--- config.mk ---
export PLATFORM = sky130hd
export DESIGN_NAME = calc_bin2bcd
export DESIGN_NICKNAME = d
export VERILOG_FILES = /design/src/rtl/calc_bin2bcd.sv
export SDC_FILE = /design/constraint.sdc
export NUM_CORES = 1
export LEC_CHECK = 0
export ABC_AREA = 1
export BUFFER_PORTS_ARGS = -buffer_cell sky130_fd_sc_hd__buf_2
export CORE_ASPECT_RATIO = 0.7
export CORE_UTILIZATION = 52
export CTS_CLUSTER_DIAMETER = 60
export DETAILED_ROUTE_END_ITERATION = 10
export GPL_TIMING_DRIVEN = 0
export PLACE_DENSITY = 0.76
export SYNTH_ARGS = -nofsm -noshare
export SYNTH_HDL_FRONTEND = slang
export SYNTH_SLANG_ARGS = --single-unit
--- constraint.sdc ---
create_clock -name Clk -period 1.59 [get_ports Clk]
set_clock_uncertainty 0.05 [all_clocks]
set_input_delay 0 -clock Clk [delete_from_list [all_inputs] [get_ports Clk]]
set_output_delay 0 -clock Clk [all_outputs]
set_load 0.01 [all_outputs]
--- src/rtl/calc_bin2bcd.sv ---
// calc_bin2bcd
//   Sequential binary-to-BCD converter using shift-add-3 (double dabble),
//   one bit per clock. It sits between the calculator core and the display
//   logic. The published Bcd/Neg pair is only rewritten on Done, so the
//   display never sees a partially converted value.
//
// Ports
//   Clk         : system clock, rising-edge active
//   Reset       : synchronous, active-high reset
//   Start       : one-cycle convert request, honoured when Busy=0
//   Signed_mode : sampled with Start; 1 treats Bin as two's complement
//   Bin         : value to convert, sampled on the accepting edge
//   Busy        : conversion in progress
//   Done        : one-cycle pulse; Bcd/Neg change in the same cycle
//   Neg         : last result was negative (signed mode only)
//   Bcd         : packed BCD digits, [3:0] is the units digit
module calc_bin2bcd #(
   parameter int WIDTH  = 16,
   parameter int DIGITS = 5
) (
   input  logic                  Clk,
   input  logic                  Reset,
   input  logic                  Start,
   input  logic                  Signed_mode,
   input  logic [WIDTH-1:0]      Bin,
   output logic                  Busy,
   output logic                  Done,
   output logic                  Neg,
   output logic [4*DIGITS-1:0]   Bcd
);

   localparam int CNT_W = $clog2(WIDTH + 1);
   localparam int BCD_W = 4 * DIGITS;

   typedef enum logic [1:0] {
      QI    = 2'd0,
      QCONV = 2'd1,
      QDONE = 2'd2
   } state_t;

   state_t              state_q, state_d;
   logic [BCD_W-1:0]    work_bcd_q, work_bcd_d;
   logic [WIDTH-1:0]    work_bin_q, work_bin_d;
   logic [CNT_W-1:0]    cnt_q, cnt_d;
   logic                work_neg_q, work_neg_d;
   logic [BCD_W-1:0]    bcd_q, bcd_d;
   logic                neg_q, neg_d;
   logic                busy_q, busy_d;
   logic                done_q, done_d;

   logic                accept;
   logic                take_neg;
   logic signed [WIDTH-1:0] bin_s;
   logic signed [WIDTH-1:0] mag_s;
   logic [BCD_W+WIDTH-1:0]  shifted;

   // Nibble correction: any digit >= 5 gets +3 so that the following
   // left shift carries correctly into the next decimal digit.
   function automatic logic [BCD_W-1:0] add3_digits(input logic [BCD_W-1:0] b);
      logic [BCD_W-1:0] r;
      r = b;
      for (int i = 0; i < DIGITS; i++) begin
         if (b[4*i +: 4] >= 4'd5)
            r[4*i +: 4] = b[4*i +: 4] + 4'd3;
      end
      return r;
   endfunction

   // Two's-complement magnitude; the most negative value maps onto itself,
   // which read as unsigned is exactly its magnitude (0x8000 -> 32768).
   function automatic logic signed [WIDTH-1:0] negate(input logic signed [WIDTH-1:0] v);
      return -v;
   endfunction

   always_comb begin
      state_d    = state_q;
      work_bcd_d = work_bcd_q;
      work_bin_d = work_bin_q;
      cnt_d      = cnt_q;
      work_neg_d = work_neg_q;
      bcd_d      = bcd_q;
      neg_d      = neg_q;
      busy_d     = busy_q;
      done_d     = 1'b0;

      accept   = Start && (state_q != QCONV);
      take_neg = Signed_mode && Bin[WIDTH-1];
      bin_s    = Bin;
      mag_s    = negate(bin_s);
      shifted  = {add3_digits(work_bcd_q), work_bin_q} << 1;

      case (state_q)
         QI, QDONE: begin
            if (accept) begin
               work_bcd_d = '0;
               work_bin_d = take_neg ? mag_s : Bin;
               work_neg_d = take_neg;
               cnt_d      = '0;
               busy_d     = 1'b1;
               state_d    = QCONV;
            end else begin
               busy_d     = 1'b0;
               state_d    = QI;
            end
         end
         QCONV: begin
            {work_bcd_d, work_bin_d} = shifted;
            cnt_d = cnt_q + 1'b1;
            if (cnt_q == CNT_W'(WIDTH - 1)) begin
               // Last iteration: publish the freshly shifted digits directly.
               bcd_d   = shifted[BCD_W+WIDTH-1:WIDTH];
               neg_d   = work_neg_q;
               done_d  = 1'b1;
               busy_d  = 1'b0;
               state_d = QDONE;
            end
         end
         default: begin
            busy_d  = 1'b0;
            state_d = QI;
         end
      endcase
   end

   always_ff @(posedge Clk) begin
      if (Reset) begin
         state_q    <= QI;
         work_bcd_q <= '0;
         work_bin_q <= '0;
         cnt_q      <= '0;
         work_neg_q <= 1'b0;
         bcd_q      <= '0;
         neg_q      <= 1'b0;
         busy_q     <= 1'b0;
         done_q     <= 1'b0;
      end else begin
         state_q    <= state_d;
         work_bcd_q <= work_bcd_d;
         work_bin_q <= work_bin_d;
         cnt_q      <= cnt_d;
         work_neg_q <= work_neg_d;
         bcd_q      <= bcd_d;
         neg_q      <= neg_d;
         busy_q     <= busy_d;
         done_q     <= done_d;
      end
   end

   assign Busy = busy_q;
   assign Done = done_q;
   assign Neg  = neg_q;
   assign Bcd  = bcd_q;

endmodule

==> results of run 1 <==
registers in the layout, summed over array words and instances, names as in the netlist:
name / flops
Busy: 1
state_q: 2
work_neg_q: 1
cnt_q: 5
Done: 1
work_bin_q: 16
work_bcd_q: 20
Neg: 1
Bcd: 20
stage by stage:
| step | worst slack [ns] | total power [mW] | cells |
|---|---|---|---|
| finish | -0.0221 | 3.38 | 645 |
| global route | -0.108 | 3.51 | 645 |
| CTS | 0.00603 | 3.36 | 639 |
| detailed placement | -0.162 | 2.14 | 604 |
| global placement | -0.155 | 2.13 | 604 |
| floorplan | 0.0604 | 2.03 | 484 |
critical path, delay by kind of cell, from the launching register on:
| kind | cells | cell delay (ns) |
|---|---|---|
| fa+ha+maj | 2 | 0.28 |
| simple gates | 5 | 0.53 |
| flops | 1 | 0.36 |
| buf+inv | 4 | 0.33 |
layer usage:
| metal | GRT usage (%) | vias to the layer above | share of wire [%] |
|---|---|---|---|
| li1 | - | 1730 | - |
| met1 | 36.5 | 1604 | 46 |
| met2 | 43.2 | 128 | 46 |
| met3 | 6.25 | 28 | 6.2 |
| met4 | 12.1 | 0 | 2.3 |
| met5 | 0 | - | 0 |
repair_timing:
action | CTS | global route
pin swaps | 5 | 20
hold endpoints to repair | 15 | 0
gates resized for setup | 16 | 73
cloned | 1 | 2
setup buffers | 4 | 4
hold buffers | 15 | 0
setup endpoints to repair | 23 | 37
final timing paths:
check / to / slack [ns]
setup / recovery: Bcd[11] / -0.02
hold reg to reg: work_bin_q[0] / 0.41
setup reg to reg: Bcd[11] / -0.02
hold / removal: state_q[0] / 0.02
cell type report:
cell class                 count  area [um^2]  area share, %
buffer                        21          140           3.21
clock buffer                  12          145           3.33
clock inverter                 3         15.0          0.344
inverter                      68          263           6.02
multi-input combinational    328         1870           42.9
sequential                    67         1360           31.3
tap                           78         97.6           2.24
timing repair buffer          68          468           10.7
layout by cell type (no fill, tap or decap), drive strengths merged:
cell type      n
clkbuf        19
ha            13
dlygate4sd3   15
o211ai         2
clkinv         3
o21bai         5
a221oi         1
inv           68
nand2        130
nand3         35
or2            4
dfxtp         67
buf           67
nand4          2
xor2           5
nand3b         1
a211oi         2
a31oi          8
nor2          24
o21ai         35
o22ai          8
o21a           1
a21oi         52
kinds of logic (layout without fill, tap and decap cells):
logic type | after synthesis | in the layout | synth area share, %
AOI/OAI and AO/OA | 114 | 114 | 18.6
buffers and inverters | 89 | 172 | 11.0
adders and majority gates | 13 | 13 | 4.78
DFF | 67 | 67 | 39.4
xor gates and xnor gates | 5 | 5 | 1.29
and+or+nand+nor | 196 | 196 | 24.9
power groups by stage:
| stage | Sequential (mW) | Clock, mW | Combinational [mW] |
|---|---|---|---|
| finish | 1.74 | 1.22 | 0.428 |
| floorplan | 1.77 | 0 | 0.253 |
| global placement | 1.78 | 0 | 0.352 |
| CTS | 1.74 | 1.22 | 0.399 |
| global route | 1.74 | 1.29 | 0.475 |
| detailed placement | 1.78 | 0 | 0.361 |
==> results.sh, run 1 <==
export IMPL_placed_cell_area_um2=3710
export IMPL_cp_start_kind="register"
export IMPL_drive_gt1_share_pct=27.0
export IMPL_cts_root_buffer="clkbuf_8"
export IMPL_drt_pass1_iterations=5
export IMPL_power_density_nw_per_um2=775
export IMPL_yosys_top_cells_count="nand2_1, dfxtp_1, inv_1"
export IMPL_post_route_period_util_pct=101
export IMPL_synthTopCellsByArea="dfxtp_1, nand2_1, a21oi_1"
export IMPL_finalWeightedCongestion=0.863
export IMPL_cts_tree="yes"
export IMPL_die_w_um=98.7
export IMPL_syn_inst=484
export IMPL_start_util_pct=54.2
export IMPL_cpPeakStageDelay_ns=0.36
export IMPL_final_core_util_pct=69.5
export IMPL_vias=3490
export IMPL_crit_required_ns=1.84
export IMPL_violations="setup timing"
export IMPL_synth_edf_count=0
export IMPL_grt_pass1_wl_mm=14.8
export IMPL_whs_path_depth=3
export IMPL_avgSynthCellArea_um2=7.03
export IMPL_vias_per_cell=5.41
export IMPL_yosysMostFrequentCell="nand2_1"
export IMPL_area_growth_pct=28.2
export IMPL_holdWs_ns=0.0191
export IMPL_clk_latency_ns=0.35
export IMPL_worstPathCellList="ha_4, inv_4, nor2_4, ha_4, inv_2, nor2_4, inv_4, nor2_4, buf_6, nand2_2, nand2_2"
export IMPL_ys_ff_latch=67
export IMPL_startpoint="cnt_q[0]"
export IMPL_ioPinCount=43
export IMPL_clkSinkCount=67
export IMPL_vdd_drop_max_mv=0.525
export IMPL_synth_top_area_cell="dfxtp_1"
export IMPL_rsz0062_at_grt="yes"
export IMPL_drt_wl_total_mm=9.29
export IMPL_tightest_slew_ns=0.672
export IMPL_critical_path_arrival_ns=1.86
export IMPL_drc=0
export IMPL_grt_ovfl_total=0
export IMPL_synth_top_area_share_pct=39.4
export IMPL_antenna_found_initial=0
export IMPL_portBuffers=42
export IMPL_finalSetupTns_ns=-0.0964
export IMPL_clkTransAtPathRegs_ns=0.07
export IMPL_grt_pass1_vias=3282
export IMPL_n_antenna_cell=0
export IMPL_clkPwrFrac_pct=36.0
export IMPL_max_clock_freq_ghz=0.620
export IMPL_status="finished, violations left"
export IMPL_die_height_um=69.7
export IMPL_setup_viol=9
export IMPL_holdCritStartpoint="Start"
export IMPL_final_antenna_net_count=0
export IMPL_cts_buffers=9
export IMPL_synthDistinctLibCells=35
export IMPL_synth_ff_type="dfxtp_1"
export IMPL_cts_htree_levels=3
export IMPL_maxSlewHeadroom_pct=55.2
export IMPL_combPwrFrac_pct=12.6
export IMPL_wl_per_cell_um=14.4
export IMPL_row_count=24
export IMPL_drt_initial_drc_count=287
export IMPL_period_minus_slack_ns=1.61
export IMPL_place_hpwl_mm=5.82
export IMPL_pwr_share_seq_pct=51.3
export IMPL_fill_cells=507
export IMPL_cap_violations=0
export IMPL_p_leak_nw=1.90
export IMPL_switchingPower_uw=918
export IMPL_core_um2=6280
export IMPL_critPathSlowestCell="dfxtp_2"
export IMPL_syn_nets=517
export IMPL_grt_max_degree=11
export IMPL_path_max_fanout=5
export IMPL_design_area_um2=4360
export IMPL_critPathKind="reg2reg"
export IMPL_r2r_start="cnt_q[0]"
export IMPL_grt_util_all_layers_pct=27.5
export IMPL_p_int_mw=2.46
export IMPL_end_kind="register"
export IMPL_reg2reg_depth=11
export IMPL_setup_ws_ns=-0.0221
export IMPL_crit_path_frequent_cell="nor2_4"
export IMPL_finalHoldViolations=0
export IMPL_hp_class="in2reg"
export IMPL_dieArea_um2=6880
export IMPL_nets=596
export IMPL_ys_seq_area_share_pct=39.4
export IMPL_async_reset_ff_share_pct=0
export IMPL_cts_buffer_depth=2
export IMPL_p_sw_share_pct=27.1
export IMPL_slew_violations=0
export IMPL_syn_area_um2=3400
export IMPL_yosysWarnings=0
Note: power is estimated with default switching activity, not from simulation.
==> run 2: changes to the inputs <==
Settings changed: RECOVER_POWER from default to 50.
==> results.sh, run 2 (same netlist as run 1, synthesis figures left out) <==
export IMPL_critical_path_arrival_ns=1.85
export IMPL_die_w_um=98.7
export IMPL_grt_util_all_layers_pct=27.5
export IMPL_final_antenna_net_count=0
export IMPL_p_leak_nw=1.80
export IMPL_post_route_period_util_pct=101
export IMPL_antenna_found_initial=0
export IMPL_drt_pass1_iterations=5
export IMPL_end_kind="register"
export IMPL_nets=596
export IMPL_grt_pass1_vias=3282
export IMPL_layout_commonest_cell="nand2_1"
export IMPL_cts_buffers=9
export IMPL_period_minus_slack_ns=1.61
export IMPL_ioPinCount=43
export IMPL_drt_wl_total_mm=9.29
export IMPL_setup_ws_ns=-0.0208
export IMPL_path_max_fanout=5
export IMPL_core_um2=6280
export IMPL_portBuffers=42
export IMPL_dp_cells=604
export IMPL_crit_required_ns=1.83
export IMPL_die_height_um=69.7
export IMPL_maxSlewHeadroom_pct=55.4
export IMPL_fill_cells=516
export IMPL_cts_tree="yes"
export IMPL_violations="setup timing"
export IMPL_final_cell_mix="nand2_1, inv_1, dfxtp_1"
export IMPL_placed_cell_area_um2=3710
export IMPL_cp_start_kind="register"
export IMPL_vias=3460
export IMPL_drt_initial_drc_count=322
export IMPL_vdd_drop_max_mv=0.527
export IMPL_design_area_um2=4330
export IMPL_worstPathCellList="ha_4, inv_4, nor2_4, ha_4, inv_2, nor2_4, inv_4, nor2_4, buf_6, nand2_2, nand2_2"
export IMPL_drc=0
export IMPL_n_antenna_cell=0
export IMPL_grt_max_degree=11
export IMPL_place_hpwl_mm=5.82
export IMPL_start_util_pct=54.2
export IMPL_pre_cts_slack_ns=-0.162
export IMPL_clkTransAtPathRegs_ns=0.07
export IMPL_cts_buffer_depth=2
export IMPL_drive_gt1_share_pct=22.6
export IMPL_wl_per_cell_um=14.4
export IMPL_status="finished, violations left"
export IMPL_slew_violations=0
export IMPL_critPathTopFamily="simple AND/OR/NAND/NOR gates"
export IMPL_cts_root_buffer="clkbuf_8"
export IMPL_critPathSlowestCell="dfxtp_2"
export IMPL_setup_viol=7
export IMPL_cpPeakStageDelay_ns=0.36
export IMPL_hp_class="in2reg"
export IMPL_final_cells=645
export IMPL_row_count=24
export IMPL_cp_buffers_inverters=4
export IMPL_finalWeightedCongestion=0.863
export IMPL_clkSinkCount=67
export IMPL_dieArea_um2=6880
export IMPL_area_growth_pct=27.3
export IMPL_rsz0062_at_grt="yes"
export IMPL_clk_latency_ns=0.35
export IMPL_vias_per_cell=5.36
export IMPL_critPathKind="reg2reg"
export IMPL_tightest_slew_ns=0.668
export IMPL_cts_htree_levels=3
export IMPL_max_clock_freq_ghz=0.621
export IMPL_finalHoldViolations=0
export IMPL_power_density_nw_per_um2=779
export IMPL_grt_pass1_wl_mm=14.8
export IMPL_grt_ovfl_total=0
export IMPL_crit_path_frequent_cell="nor2_4"
export IMPL_cap_violations=0
==> run 2: changes by cell type in the layout (fill, tap and decap cells not counted), sizes merged <==
cell,delta
buf,-23
clkbuf,+23
==> run 2: final cells by class <==
class | count | area, um^2 | area share, %
clock buffer | 12 | 145 | 3.35
tap | 78 | 97.6 | 2.25
multi-input combinational | 328 | 1870 | 43.1
clock inverter | 3 | 15.0 | 0.347
inverter | 68 | 263 | 6.06
timing repair buffer | 68 | 439 | 10.1
sequential | 67 | 1360 | 31.5
buffer | 21 | 140 | 3.23
==> run 2: worst paths after layout <==
check	start	to	slack (ns)	cells after the start
worst max-delay path	cnt_q[0]	Bcd[11]	-0.02	11
worst min-delay path	Bin[4]	work_bin_q[4]	0.04	4
worst max register to register	cnt_q[0]	Bcd[11]	-0.02	11
worst min register to register	work_bin_q[0]	work_bin_q[0]	0.41	2
==> run 2: timing repair <==
action,4_1_cts,5_1_grt
setup buffers,4,4
gates cloned,1,2
gates resized for setup,16,73
pin swaps,5,20
hold endpoints to repair,15,0
hold buffers,15,0
endpoints found under the setup margin,23,37
==> run 2: power breakdown <==
group | total (mW) | internal [mW] | switching (mW)
Clock | 1.21 | 0.592 | 0.618
Combinational | 0.427 | 0.155 | 0.272
Sequential | 1.74 | 1.72 | 0.0207
Total | 3.37 | 2.46 | 0.911
==> run 2: metrics by stage <==
stage	TNS, ns	util [%]	hold WS, ns	power, mW
floorplan	0	-	0.0974	2.03
global placement	-2.65	59.1	0.232	2.13
detailed placement	-2.85	59.1	0.237	2.14
CTS	0	65.4	0.0104	3.36
global route	-2.36	69.0	0.0626	3.51
finish	-0.0638	69.0	0.0446	3.37
==> run 2: worst reg2reg max path, stage by stage (launching register included) <==
cell and delay (ns):
dfxtp_2 0.36, ha_4 0.15, inv_4 0.04, nor2_4 0.12
ha_4 0.14, inv_2 0.04, nor2_4 0.17, inv_4 0.09
nor2_4 0.13, buf_6 0.16, nand2_2 0.06, nand2_2 0.06
==> run 2: routing by layer <==
layer,wire [um],vias up,global-route usage (%)
met2,4240,112,43.2
met3,548,25,6.25
li1,-,1727,-
met5,0,-,0
met4,210,0,12.1
met1,4280,1596,36.5
